==> config.mk <==
export PLATFORM = sky130hd
export DESIGN_NAME = uart_rx
export DESIGN_NICKNAME = d
export VERILOG_FILES = /design/src/rtl/uart_rx.sv
export SDC_FILE = /design/constraint.sdc
export NUM_CORES = 1
export LEC_CHECK = 0
export ABC_AREA = 1
export CORE_MARGIN = 2
export CORE_UTILIZATION = 38
export DETAILED_ROUTE_END_ITERATION = 10
export PLACE_DENSITY = 0.6
export SYNTH_ARGS = -nofsm -noshare
export SYNTH_HDL_FRONTEND = slang
export SYNTH_SLANG_ARGS = --single-unit
==> constraint.sdc <==
create_clock -name clk -period 2.86 [get_ports clk]
set_input_delay 0.429 -clock clk [delete_from_list [all_inputs] [get_ports clk]]
set_output_delay 0.429 -clock clk [all_outputs]
set_load 0.01 [all_outputs]
==> src/rtl/uart_rx.sv <==
// 8N1 serial receiver: oversamples the asynchronous rx pin at the system clock
// and presents each good byte on a valid/ready holding register.
`timescale 1ns/1ps
module uart_rx #(
    parameter int CLKS_PER_BIT = 868
) (
    input  logic       clk,
    input  logic       rst_n,
    input  logic       rx,
    output logic [7:0] data,
    output logic       valid,
    input  logic       ready,
    output logic       frame_err,
    output logic       overrun
);

    localparam int TW = (CLKS_PER_BIT > 1) ? $clog2(CLKS_PER_BIT) : 1;
    localparam logic [TW-1:0] HALF_T = TW'(CLKS_PER_BIT / 2);
    localparam logic [TW-1:0] LAST_T = TW'(CLKS_PER_BIT - 1);

    typedef enum logic [2:0] {
        S_IDLE  = 3'd0,
        S_START = 3'd1,
        S_DATA  = 3'd2,
        S_STOP  = 3'd3,
        S_BREAK = 3'd4
    } state_t;

    logic          rx_meta_r;
    logic          rx_s_r;
    state_t        state_r;
    state_t        state_s;
    logic [TW-1:0] timer_r;
    logic [TW-1:0] timer_s;
    logic [2:0]    bit_idx_r;
    logic [2:0]    bit_idx_s;
    logic [7:0]    shift_r;
    logic [7:0]    shift_s;
    logic          good_s;
    logic          bad_s;
    logic [7:0]    data_r;
    logic          valid_r;
    logic          frame_err_r;
    logic          overrun_r;

    // Two-flop synchronizer; idles high so reset never looks like a start bit.
    always_ff @(posedge clk) begin
        if (!rst_n) begin
            rx_meta_r <= 1'b1;
            rx_s_r    <= 1'b1;
        end else begin
            rx_meta_r <= rx;
            rx_s_r    <= rx_meta_r;
        end
    end

    // Frame FSM state, bit timer, bit index and shift register.
    always_ff @(posedge clk) begin
        if (!rst_n) begin
            state_r   <= S_IDLE;
            timer_r   <= '0;
            bit_idx_r <= 3'd0;
            shift_r   <= 8'h00;
        end else begin
            state_r   <= state_s;
            timer_r   <= timer_s;
            bit_idx_r <= bit_idx_s;
            shift_r   <= shift_s;
        end
    end

    // Next-state logic; good_s/bad_s strobe on the stop-sample cycle.
    always_comb begin
        state_s   = state_r;
        timer_s   = timer_r + TW'(1);
        bit_idx_s = bit_idx_r;
        shift_s   = shift_r;
        good_s    = 1'b0;
        bad_s     = 1'b0;
        case (state_r)
            S_IDLE: begin
                timer_s = '0;
                if (!rx_s_r) state_s = S_START;
                else         state_s = S_IDLE;
            end
            S_START: begin
                if (timer_r == HALF_T) begin
                    timer_s = '0;
                    if (!rx_s_r) begin
                        state_s   = S_DATA;
                        bit_idx_s = 3'd0;
                    end else begin
                        state_s = S_IDLE;
                    end
                end else begin
                    state_s = S_START;
                end
            end
            S_DATA: begin
                if (timer_r == LAST_T) begin
                    timer_s = '0;
                    shift_s = {rx_s_r, shift_r[7:1]};
                    if (bit_idx_r == 3'd7) state_s = S_STOP;
                    else                   bit_idx_s = bit_idx_r + 3'd1;
                end else begin
                    state_s = S_DATA;
                end
            end
            S_STOP: begin
                if (timer_r == LAST_T) begin
                    timer_s = '0;
                    if (rx_s_r) begin
                        good_s  = 1'b1;
                        state_s = S_IDLE;
                    end else begin
                        bad_s   = 1'b1;
                        state_s = S_BREAK;
                    end
                end else begin
                    state_s = S_STOP;
                end
            end
            S_BREAK: begin
                // Held-low line must return high before another frame is decoded.
                timer_s = '0;
                if (rx_s_r) state_s = S_IDLE;
                else        state_s = S_BREAK;
            end
            default: begin
                state_s = S_IDLE;
                timer_s = '0;
            end
        endcase
    end

    // Holding register and one-cycle error pulses.
    always_ff @(posedge clk) begin
        if (!rst_n) begin
            data_r      <= 8'h00;
            valid_r     <= 1'b0;
            frame_err_r <= 1'b0;
            overrun_r   <= 1'b0;
        end else begin
            frame_err_r <= bad_s;
            overrun_r   <= good_s & valid_r & ~ready;
            if (good_s && (!valid_r || ready)) begin
                data_r  <= shift_r;
                valid_r <= 1'b1;
            end else if (valid_r && ready) begin
                valid_r <= 1'b0;
            end else begin
                valid_r <= valid_r;
            end
        end
    end

    assign data      = data_r;
    assign valid     = valid_r;
    assign frame_err = frame_err_r;
    assign overrun   = overrun_r;

endmodule

==> results of run 1 <==
## metrics by stage
stage          cell area [um2]  util (%)
2_1_floorplan             1720         -
3_3_place_gp              1930      44.3
3_5_place_dp              1930      44.3
4_1_cts                   2040      46.9
5_1_grt                   2040      46.9
6_report                  2040      46.9
## where the power goes
group	total, mW	internal [mW]	switching (mW)
clock network	0.462	0.261	0.201
logic	0.0252	0.0102	0.0150
registers	0.520	0.517	0.00303
total	1.01	0.789	0.219
## sequential cells by signal (all words and copies together) (netlist names)
name and count:
frame_err 1, shift_r 8, rx_s_r 1, state_r 3, timer_r 10, data 8
valid 1, rx_meta_r 1, bit_idx_r 3, overrun 1
## final cells by class
cell class	instances	area, um2
fill	428	2310
clock inverter	3	46.3
clock buffer	5	68.8
inverter	34	128
multi-input combinational	168	846
timing repair buffer	15	148
tap	52	65.1
sequential	37	741
## how the worst max path moves through the flow
stage                     depth (start not counted)  slack [ns]                       to
after floorplan                                   8        1.48  state_r[0]$_SDFFE_PN0P_
after global placement                            5        1.13    timer_r[3]$_SDFF_PN0_
after detailed placement                          5        1.09    timer_r[4]$_SDFF_PN0_
after CTS                                         8        1.19     data[3]$_SDFFE_PN0P_
after global routing                              9        1.00     data[2]$_SDFFE_PN0P_
final                                             8        1.23  state_r[0]$_SDFFE_PN0P_
## worst max-delay path, delay by kind of cell, from the launching register on
| family | cells | cell delay, ns |
|---|---|---|
| AND/OR/NAND/NOR | 5 | 0.67 |
| flip-flops | 1 | 0.37 |
| adder cells (fa/ha/maj) | 1 | 0.25 |
| AO/OA/AOI/OAI | 1 | 0.18 |
| buffers and inverters | 1 | 0.07 |
## cells in the mapped netlist, types with 2 or more instances
library cell / count / area [um2]
nor2_4: 2 / 22.5
inv_2: 3 / 11.3
inv_1: 31 / 116
dfxtp_1: 37 / 741
nor3_1: 2 / 10.0
ha_1: 4 / 50.1
nor2_1: 57 / 214
nand2_2: 6 / 37.5
nand4_1: 3 / 18.8
o21ai_0: 12 / 60.1
nand2_1: 46 / 173
nor3_2: 3 / 30.0
nand4_2: 2 / 25.0
clkbuf_1: 2 / 7.51
nor2_2: 3 / 18.8
nor3b_2: 3 / 37.5
nand3_1: 14 / 70.1
or2_2: 2 / 12.5
## cells in the final DEF, fill, tap and decap left out, types with 2 or more instances in the layout
master	n
nor2_1	57
nand2_1	46
dfxtp_1	37
inv_1	31
nand3_1	14
clkdlybuf4s50_1	14
o21ai_0	12
nand2_2	6
clkbuf_8	5
ha_1	4
nor2_2	3
inv_2	3
nor3_2	3
nand4_1	3
nor3b_2	3
nor2_4	2
nand4_2	2
nor3_1	2
or2_2	2
## cells by family (layout without fill, tap and decap cells)
| kind of cell | count (synthesis) | after routing | synth area share [%] |
|---|---|---|---|
| buffers and inverters | 36 | 57 | 7.85 |
| AND/OR/NAND/NOR | 145 | 145 | 39.8 |
| adder cells (fa/ha/maj) | 4 | 4 | 2.91 |
| AO/OA/AOI/OAI | 17 | 17 | 5.38 |
| flip-flops | 37 | 37 | 43.0 |
| XOR/XNOR | 2 | 2 | 1.02 |
## metal layers
layer	GRT usage [%]	wire length, um	up-vias
met2	20.0	1340	18
met5	0	0	-
li1	-	-	798
met4	6.29	53	0
met3	4.22	112	4
met1	20.4	1740	618
==> flow_summary_export.csv, run 1 <==
group,metric,value,unit
synthesis,synth_nets,249,
clocking,cts_tree,"yes",
timing,finalWorstSetupSlack,1.23,ns
timing,max_clock_freq,614,MHz
layout,instances_no_fill,314,
routing,wl_per_cell,10.3,um
synthesis,postSynthCellCount,241,
synthesis,yosys_warnings,0,
timing,tightest_slew,0.293,ns
power,p_per_area,494,mW/mm2
timing,report.final.slew_viol_count,0,
clocking,h-tree-depth,2,
timing,hold_viol,0,
clocking,clock-sinks,37,
placement,gp_congestion,0.854,
grt,grt_max_degree,24,
timing,finalCritPeriodShare,57.0,%
synthesis,synth.ff_latch_count,37,
worst_setup_path,crit_top_cell,"nor2_2",
grt,antenna_found_initial,0,
worst_setup_path,cp_slowest_stage_delay,0.37,ns
die,ioPinCount,15,
grt,grt_usage,14.3,%
die,rows,24,
clocking,clock_path_buffers,2,
synthesis,ys_types,27,
worst_setup_path,worstPathRequired,3.06,ns
placement,hpwl,2270,um
routing,drt-initial-drc-count,95,
status,status,"complete, no violations",
synthesis,ys.flop_type,"dfxtp_1",
synthesis,synth_edf_count,0,
die,coreArea,0.00435,mm2
clocking,post_cts_buffers,0,
die,die_y,71.3,um
worst_setup_path,r2r_start,"timer_r[0]$_SDFF_PN0_",
timing,tns,0,ns
worst_setup_path,crit_path_end_kind,"flop",
clocking,clk_pin_slew,0.08,ns
die,die_w,71.3,um
hold_path,hp-class,"flop to flop",
routing,antenna_left,0,
layout,areaGrowthSynthToFinish,18.6,%
clocking,hold_buffers,0,
timing,finClkSkew,0.00941,ns
placement,place_inst,306,
worst_setup_path,cp_slowest_cell,"dfxtp_1",
grt,grt_pass1_wl,5700,um
routing,post-route-drc-count,0,
synthesis,ys_seq_area_share,43.0,%
synthesis,synth_area,0.00172,mm2
worst_setup_path,crit_start,"timer_r[0]$_SDFF_PN0_",
worst_setup_path,start_kind,"flop",
grt,grt_pass1_vias,1271,
hold_path,hold_path_depth,1,
power,ir_drop,0.212,mV
routing,drt_wl_total,3240,um
layout,antenna_cells,0,
hold_path,min_to,"rx_s_r$_SDFF_PN1_",
grt,grt_overflow_total,0,
timing,hold_slack,0.421,ns
layout,drive_gt1_share,13.0,%
power,power,1.01,mW
job,maxCapViolCount,0,
power,p_leak,0.874,nW
clocking,postCtsResizedCells,0,
synthesis,async_flop_share,0,%
placement,dpl_worst_slack,1.09,ns
worst_setup_path,r2r_end,"state_r[0]$_SDFFE_PN0P_",
worst_setup_path,path_class,"flop to flop",
worst_setup_path,reg2reg_setup_slack,1.23,ns
die,start_util,39.5,%
clocking,clk_latency,0.29,ns
worst_setup_path,reg2regPathDepth,8,
layout,nNetsFinal,269,
hold_path,worstHoldStart,"rx_meta_r$_SDFF_PN1_",
timing,period_needed,1.63,ns
routing,viasPerCell,4.58,
synthesis,syn_avg_cell_area,7.14,um2
placement,io_buffer_count,14,
die,die_area,0.00509,mm2
timing,setup_viol_count_final,0,
worst_setup_path,crit_arrival,1.83,ns
routing,vias,1438,
clocking,cts_buffers,5,
timing,rsz0062_at_grt,"false",
worst_setup_path,critPathMaxFanout,8,
clocking,clockRootBuffer,"clkbuf_8",
worst_setup_path,worstPathCellList,"ha_1 > inv_1 > nor2_2 > nand3_1 > nor2_2 > nand2_1 > o21ai_1 > nor2_1",
timing,slew-limit-headroom,80.5,%
routing,drtPass1Iterations,4,
No activity file was read; power rests on OpenSTA's default activity.
==> run 2: changes to the inputs <==
--- a/config.mk
+++ b/config.mk
@@ -9,7 +9,7 @@
 export CORE_MARGIN = 2
 export CORE_UTILIZATION = 38
 export DETAILED_ROUTE_END_ITERATION = 10
-export PLACE_DENSITY = 0.6
+export PLACE_DENSITY = 0.63
 export SYNTH_ARGS = -nofsm -noshare
 export SYNTH_HDL_FRONTEND = slang
 export SYNTH_SLANG_ARGS = --single-unit
==> constraint.sdc (replaced) <==
create_clock -name clk -period 1.4 [get_ports clk]
set_input_delay 0.21 -clock clk [delete_from_list [all_inputs] [get_ports clk]]
set_output_delay 0.21 -clock clk [all_outputs]
set_load 0.01 [all_outputs]
==> flow_summary_export.csv, run 2 (same netlist as run 1, synthesis figures left out) <==
group,metric,value,unit
placement,dpl_worst_slack,-0.110,ns
grt,grt.busiest_layer,"met2",
layout,largest_reg_flops,10,
grt,grt_usage,15.1,%
layout,drive_gt1_share,34.7,%
layout,final_cell_area,0.00245,mm2
die,die_w,71.3,um
worst_setup_path,path_class,"flop to flop",
layout,nFillCells,378,
grt,use_met1,20.5,%
worst_setup_path,cpLargestDelayFamily,"simple AND/OR/NAND/NOR gates",
clocking,clk_pin_slew,0.08,ns
routing,viasPerCell,4.78,
routing,drt_wl_total,3930,um
worst_setup_path,worstPathCellList,"ha_4 > inv_2 > nor2_4 > nand3_2 > nor2_4 > nand4_4 > nor2_1 > nor2_1",
power,p_per_area,858,mW/mm2
worst_setup_path,start_kind,"flop",
timing,period_needed,1.42,ns
die,coreArea,0.00435,mm2
timing,rsz0062_at_grt,"true",
layout,nNetsFinal,292,
hold_path,hp-class,"flop to flop",
grt,gr-usage-met2,22.2,%
layout,layout_commonest_cell,"nor2_1",
timing,report.final.slew_viol_count,0,
routing,wl_per_cell,11.6,um
clocking,clock-sinks,37,
timing,tns,-0.0410,ns
grt,grt_overflow_total,0,
timing,finalCritPeriodShare,102,%
worst_setup_path,crit_path_end_kind,"flop",
clocking,cts_buffers,5,
routing,antenna_left,0,
status,violations,"negative setup slack",
worst_setup_path,cp_slowest_cell,"dfxtp_4",
job,maxCapViolCount,0,
placement,io_buffer_count,14,
layout,regMostFlops,"timer_r",
clocking,clockRootBuffer,"clkbuf_8",
routing,post-route-drc-count,0,
timing,hold_viol,0,
die,die_y,71.3,um
placement,dpl-instance-area,0.00203,mm2
die,ioPinCount,15,
layout,utilization,56.4,%
clocking,cts_tree,"yes",
routing,vias,1610,
power,ir_drop,0.544,mV
worst_setup_path,crit_arrival,1.61,ns
timing,finClkSkew,0.00912,ns
placement,gp_congestion,0.890,
power,power,2.10,mW
routing,drt-initial-drc-count,100,
worst_setup_path,critPathMaxFanout,8,
clocking,h-tree-depth,2,
die,start_util,39.5,%
worst_setup_path,worstPathRequired,1.59,ns
timing,tightest_slew,0.413,ns
grt,grt_pass1_vias,1405,
layout,areaGrowthSynthToFinish,42.5,%
clocking,hold_buffers,0,
worst_setup_path,path_buf_inv,1,
clocking,clk_latency,0.29,ns
die,rows,24,
layout,layout_common_cells,"45 x nor2_1, 39 x nand2_1, 27 x inv_1, 27 x dfxtp_1, 17 x buf_4",
timing,slew-limit-headroom,72.2,%
die,die_area,0.00509,mm2
worst_setup_path,cp_slowest_stage_delay,0.37,ns
timing,setup_viol_count_final,5,
grt,grt_max_degree,24,
power,p_leak,1.16,nW
grt,grt_pass1_wl,6090,um
grt,antenna_found_initial,0,
timing,finalWorstSetupSlack,-0.0218,ns
status,status,"complete, but fails checks",
grt,grt_use_met3,4.36,%
timing,max_clock_freq,703,MHz
placement,hpwl,2450,um
routing,drtPass1Iterations,4,
clocking,clock_path_buffers,2,
layout,antenna_cells,0,
[run 2: cell types whose count changed in the layout (fill, tap and decap cells not counted), sizes merged]
cell	before	now
buf	1	23
clkbuf	5	6
clkdlybuf4s50	14	7
clkinv	1	0
dlygate4sd2	0	1
dlymetal6s2s	0	6
nor2	62	63
[run 2: path summary, 6_finish.rpt]
check | startpoint | end | slack, ns | cells after the start
worst max register to register | timer_r[0]$_SDFF_PN0_ | data[6]$_SDFFE_PN0P_ | -0.02 | 8
worst max-delay path | timer_r[0]$_SDFF_PN0_ | data[6]$_SDFFE_PN0P_ | -0.02 | 8
worst min-delay path | rx_meta_r$_SDFF_PN1_ | rx_s_r$_SDFF_PN1_ | 0.42 | 1
worst min register to register | rx_meta_r$_SDFF_PN1_ | rx_s_r$_SDFF_PN1_ | 0.42 | 1
[run 2: timing repair]
item	4_1_cts	5_1_grt
hold endpoints to repair	0	0
cloned	0	1
setup endpoints to repair	30	41
resized for setup	22	52
pin swaps	5	25
buffers inserted	1	7
[run 2: worst reg2reg max path, stage by stage (launching register included)]
cell and delay [ns]:
dfxtp_4 0.37, ha_4 0.15, inv_2 0.04, nor2_4 0.09, nand3_2 0.09, nor2_4 0.18
nand4_4 0.18, nor2_1 0.16, nor2_1 0.06
[run 2: power breakdown]
group          internal, mW  switching (mW)
logic                0.0307          0.0357
registers              1.06         0.00713
clock network         0.579           0.396
total                  1.67           0.439
[run 2: cell type report]
type	instances	area, um2	share of cell area (%)
clock buffer	6	82.6	3.37
inverter	34	128	5.20
tap	52	65.1	2.65
timing repair buffer	37	349	14.2
sequential	37	756	30.8
clock inverter	2	37.5	1.53
multi-input combinational	169	1040	42.2
[run 2: stage by stage]
| step | hold WS, ns | std cells |
|---|---|---|
| after global routing | 0.431 | 337 |
| after floorplan | 0.317 | 241 |
| final | 0.423 | 337 |
| after detailed placement | 0.408 | 320 |
| after global placement | 0.406 | 320 |
| after CTS | 0.423 | 329 |
[run 2: metal layers]
| layer | wire [um] | part of all wire (%) |
|---|---|---|
| met5 | 0 | 0 |
| met4 | 72 | 1.8 |
| met3 | 153 | 3.9 |
| met2 | 1760 | 45 |
| met1 | 1940 | 49 |
==> run 3: changes to the inputs <==
--- a/config.mk
+++ b/config.mk
@@ -6,7 +6,6 @@
 export NUM_CORES = 1
 export LEC_CHECK = 0
 export ABC_AREA = 1
-export CORE_MARGIN = 2
 export CORE_UTILIZATION = 38
 export DETAILED_ROUTE_END_ITERATION = 10
 export PLACE_DENSITY = 0.63
==> flow_summary_export.csv, run 3 (same netlist as run 1, synthesis figures left out) <==
group,metric,value,unit
clocking,h-tree-depth,2,
worst_setup_path,cpLargestDelayFamily,"simple AND/OR/NAND/NOR gates",
timing,setup_viol_count_final,11,
power,netSwitchingFraction,21.1,%
clocking,clockRootBuffer,"clkbuf_8",
worst_setup_path,worstPathRequired,1.60,ns
status,status,"complete, but fails checks",
power,ir_drop,0.371,mV
job,maxCapViolCount,0,
timing,max_clock_freq,698,MHz
worst_setup_path,path_buf_inv,1,
routing,vias,1584,
routing,post-route-drc-count,0,
clocking,clk_pin_slew,0.08,ns
die,die_y,69.3,um
timing,finalWorstSetupSlack,-0.0330,ns
grt,grt_usage,17.0,%
power,p_leak,1.17,nW
power,switchingPower,0.446,mW
timing,report.final.slew_viol_count,0,
power,intPower,1.67,mW
layout,antenna_cells,0,
power,p_per_area,867,mW/mm2
grt,grt_pass1_vias,1497,
clocking,clock-sinks,37,
layout,drive_gt1_share,33.6,%
die,die_area,0.00480,mm2
die,die_w,69.3,um
die,rows,24,
placement,hpwl,2470,um
clocking,clk_latency,0.30,ns
layout,layout_commonest_cell,"nor2_1",
timing,finalCritPeriodShare,102,%
power,power_frac_clock,46.2,%
power,power,2.11,mW
timing,period_needed,1.43,ns
timing,hold_viol,0,
timing,finClkSkew,0.00952,ns
grt,grt_overflow_total,0,
grt,antenna_found_initial,0,
timing,slew-limit-headroom,74.4,%
die,coreArea,0.00435,mm2
worst_setup_path,crit_arrival,1.63,ns
worst_setup_path,cp_slowest_cell,"dfxtp_2",
placement,dpl_worst_slack,-0.130,ns
worst_setup_path,worstPathCellList,"ha_4 > inv_2 > nor2_4 > nand3_2 > nor2_4 > nand4_4 > nor2_1 > nor2_1",
routing,drt_wl_total,3810,um
worst_setup_path,reg2reg_setup_slack,-0.03,ns
worst_setup_path,crit_path_end_kind,"flop",
layout,regArea,754,um2
worst_setup_path,path_class,"flop to flop",
routing,viasPerCell,4.73,
clocking,hold_buffers,0,
timing,rsz0062_at_grt,"true",
layout,nFillCells,389,
worst_setup_path,start_kind,"flop",
die,start_util,39.5,%
power,seqPwrFrac,50.3,%
worst_setup_path,cp_slowest_stage_delay,0.36,ns
layout,largest_reg_flops,10,
placement,io_buffer_count,14,
layout,nNetsFinal,290,
routing,drt-initial-drc-count,115,
grt,grt_pass1_wl,6450,um
layout,regMostFlops,"timer_r",
layout,layout_common_cells,"42 x nor2_1, 40 x nand2_1, 28 x inv_1, 28 x dfxtp_1, 16 x buf_4",
power,p_comb_share,3.4,%
die,ioPinCount,15,
layout,multiInputGateArea,0.00106,mm2
layout,areaGrowthSynthToFinish,41.4,%
grt,grt_max_degree,24,
routing,drtPass1Iterations,4,
timing,tightest_slew,0.383,ns
placement,gp_congestion,0.787,
routing,antenna_left,0,
hold_path,hp-class,"flop to flop",
clocking,cts_buffers,5,
clocking,cts_tree,"yes",
routing,wl_per_cell,11.4,um
worst_setup_path,critPathMaxFanout,8,
clocking,clock_path_buffers,2,
status,violations,"negative setup slack",
==> run 3: changes by cell type in the layout (fill, tap and decap cells not counted), moves of 2 or more <==
cell / change
nand3_1: +2
nand3_2: -3
nor2_1: -3
nor2_2: +4
inv_2: -2
buf_6: -3
==> run 3: what timing repair did <==
item	in CTS	in global routing
gates resized for setup	23	50
buffers inserted	0	3
pin swaps	6	16
cloned	1	2
endpoints found under the setup margin	31	41
==> run 3: cell type report <==
cell class,instances,area share (%)
well taps,52,2.67
clock inverters,2,1.54
clock buffers,6,3.39
repair buffers,33,12.6
inverters,34,5.34
multi-input cells,171,43.5
flip-flops and latches,37,31.0
==> run 3: metal layers <==
layer | part of all wire (%) | global-route usage (%) | vias up
met4 | 2.0 | 8.84 | 0
met2 | 44 | 25.8 | 19
met5 | 0 | 0 | -
li1 | - | - | 840
met1 | 50 | 21.5 | 719
met3 | 3.8 | 5.52 | 6
==> run 3: power groups by stage <==
| stage | Sequential, mW | Combinational [mW] | Clock [mW] |
|---|---|---|---|
| floorplan | 1.09 | 0.0326 | 0 |
| detailed placement | 1.09 | 0.0587 | 0 |
| CTS | 1.06 | 0.0666 | 1.01 |
| finish | 1.06 | 0.0722 | 0.976 |
| global placement | 1.09 | 0.0585 | 0 |
| global route | 1.06 | 0.0798 | 1.05 |
==> run 3: final timing paths <==
path | end | cells past startpoint | start
max | data[4]$_SDFFE_PN0P_ | 8 | timer_r[0]$_SDFF_PN0_
min | rx_s_r$_SDFF_PN1_ | 1 | rx_meta_r$_SDFF_PN1_
max reg2reg | data[4]$_SDFFE_PN0P_ | 8 | timer_r[0]$_SDFF_PN0_
min reg2reg | rx_s_r$_SDFF_PN1_ | 1 | rx_meta_r$_SDFF_PN1_
==> run 3: stage by stage <==
stage               util (%)  area [um2]  hold slack [ns]  cells  setup TNS (ns)
floorplan                  -        1720            0.317    241               0
global placement        46.8        2040            0.409    321           -2.07
detailed placement      46.8        2040            0.414    321           -2.25
CTS                     51.6        2250            0.433    330          -0.594
global route            55.9        2430            0.446    335           -1.93
finish                  55.9        2430            0.427    335          -0.215
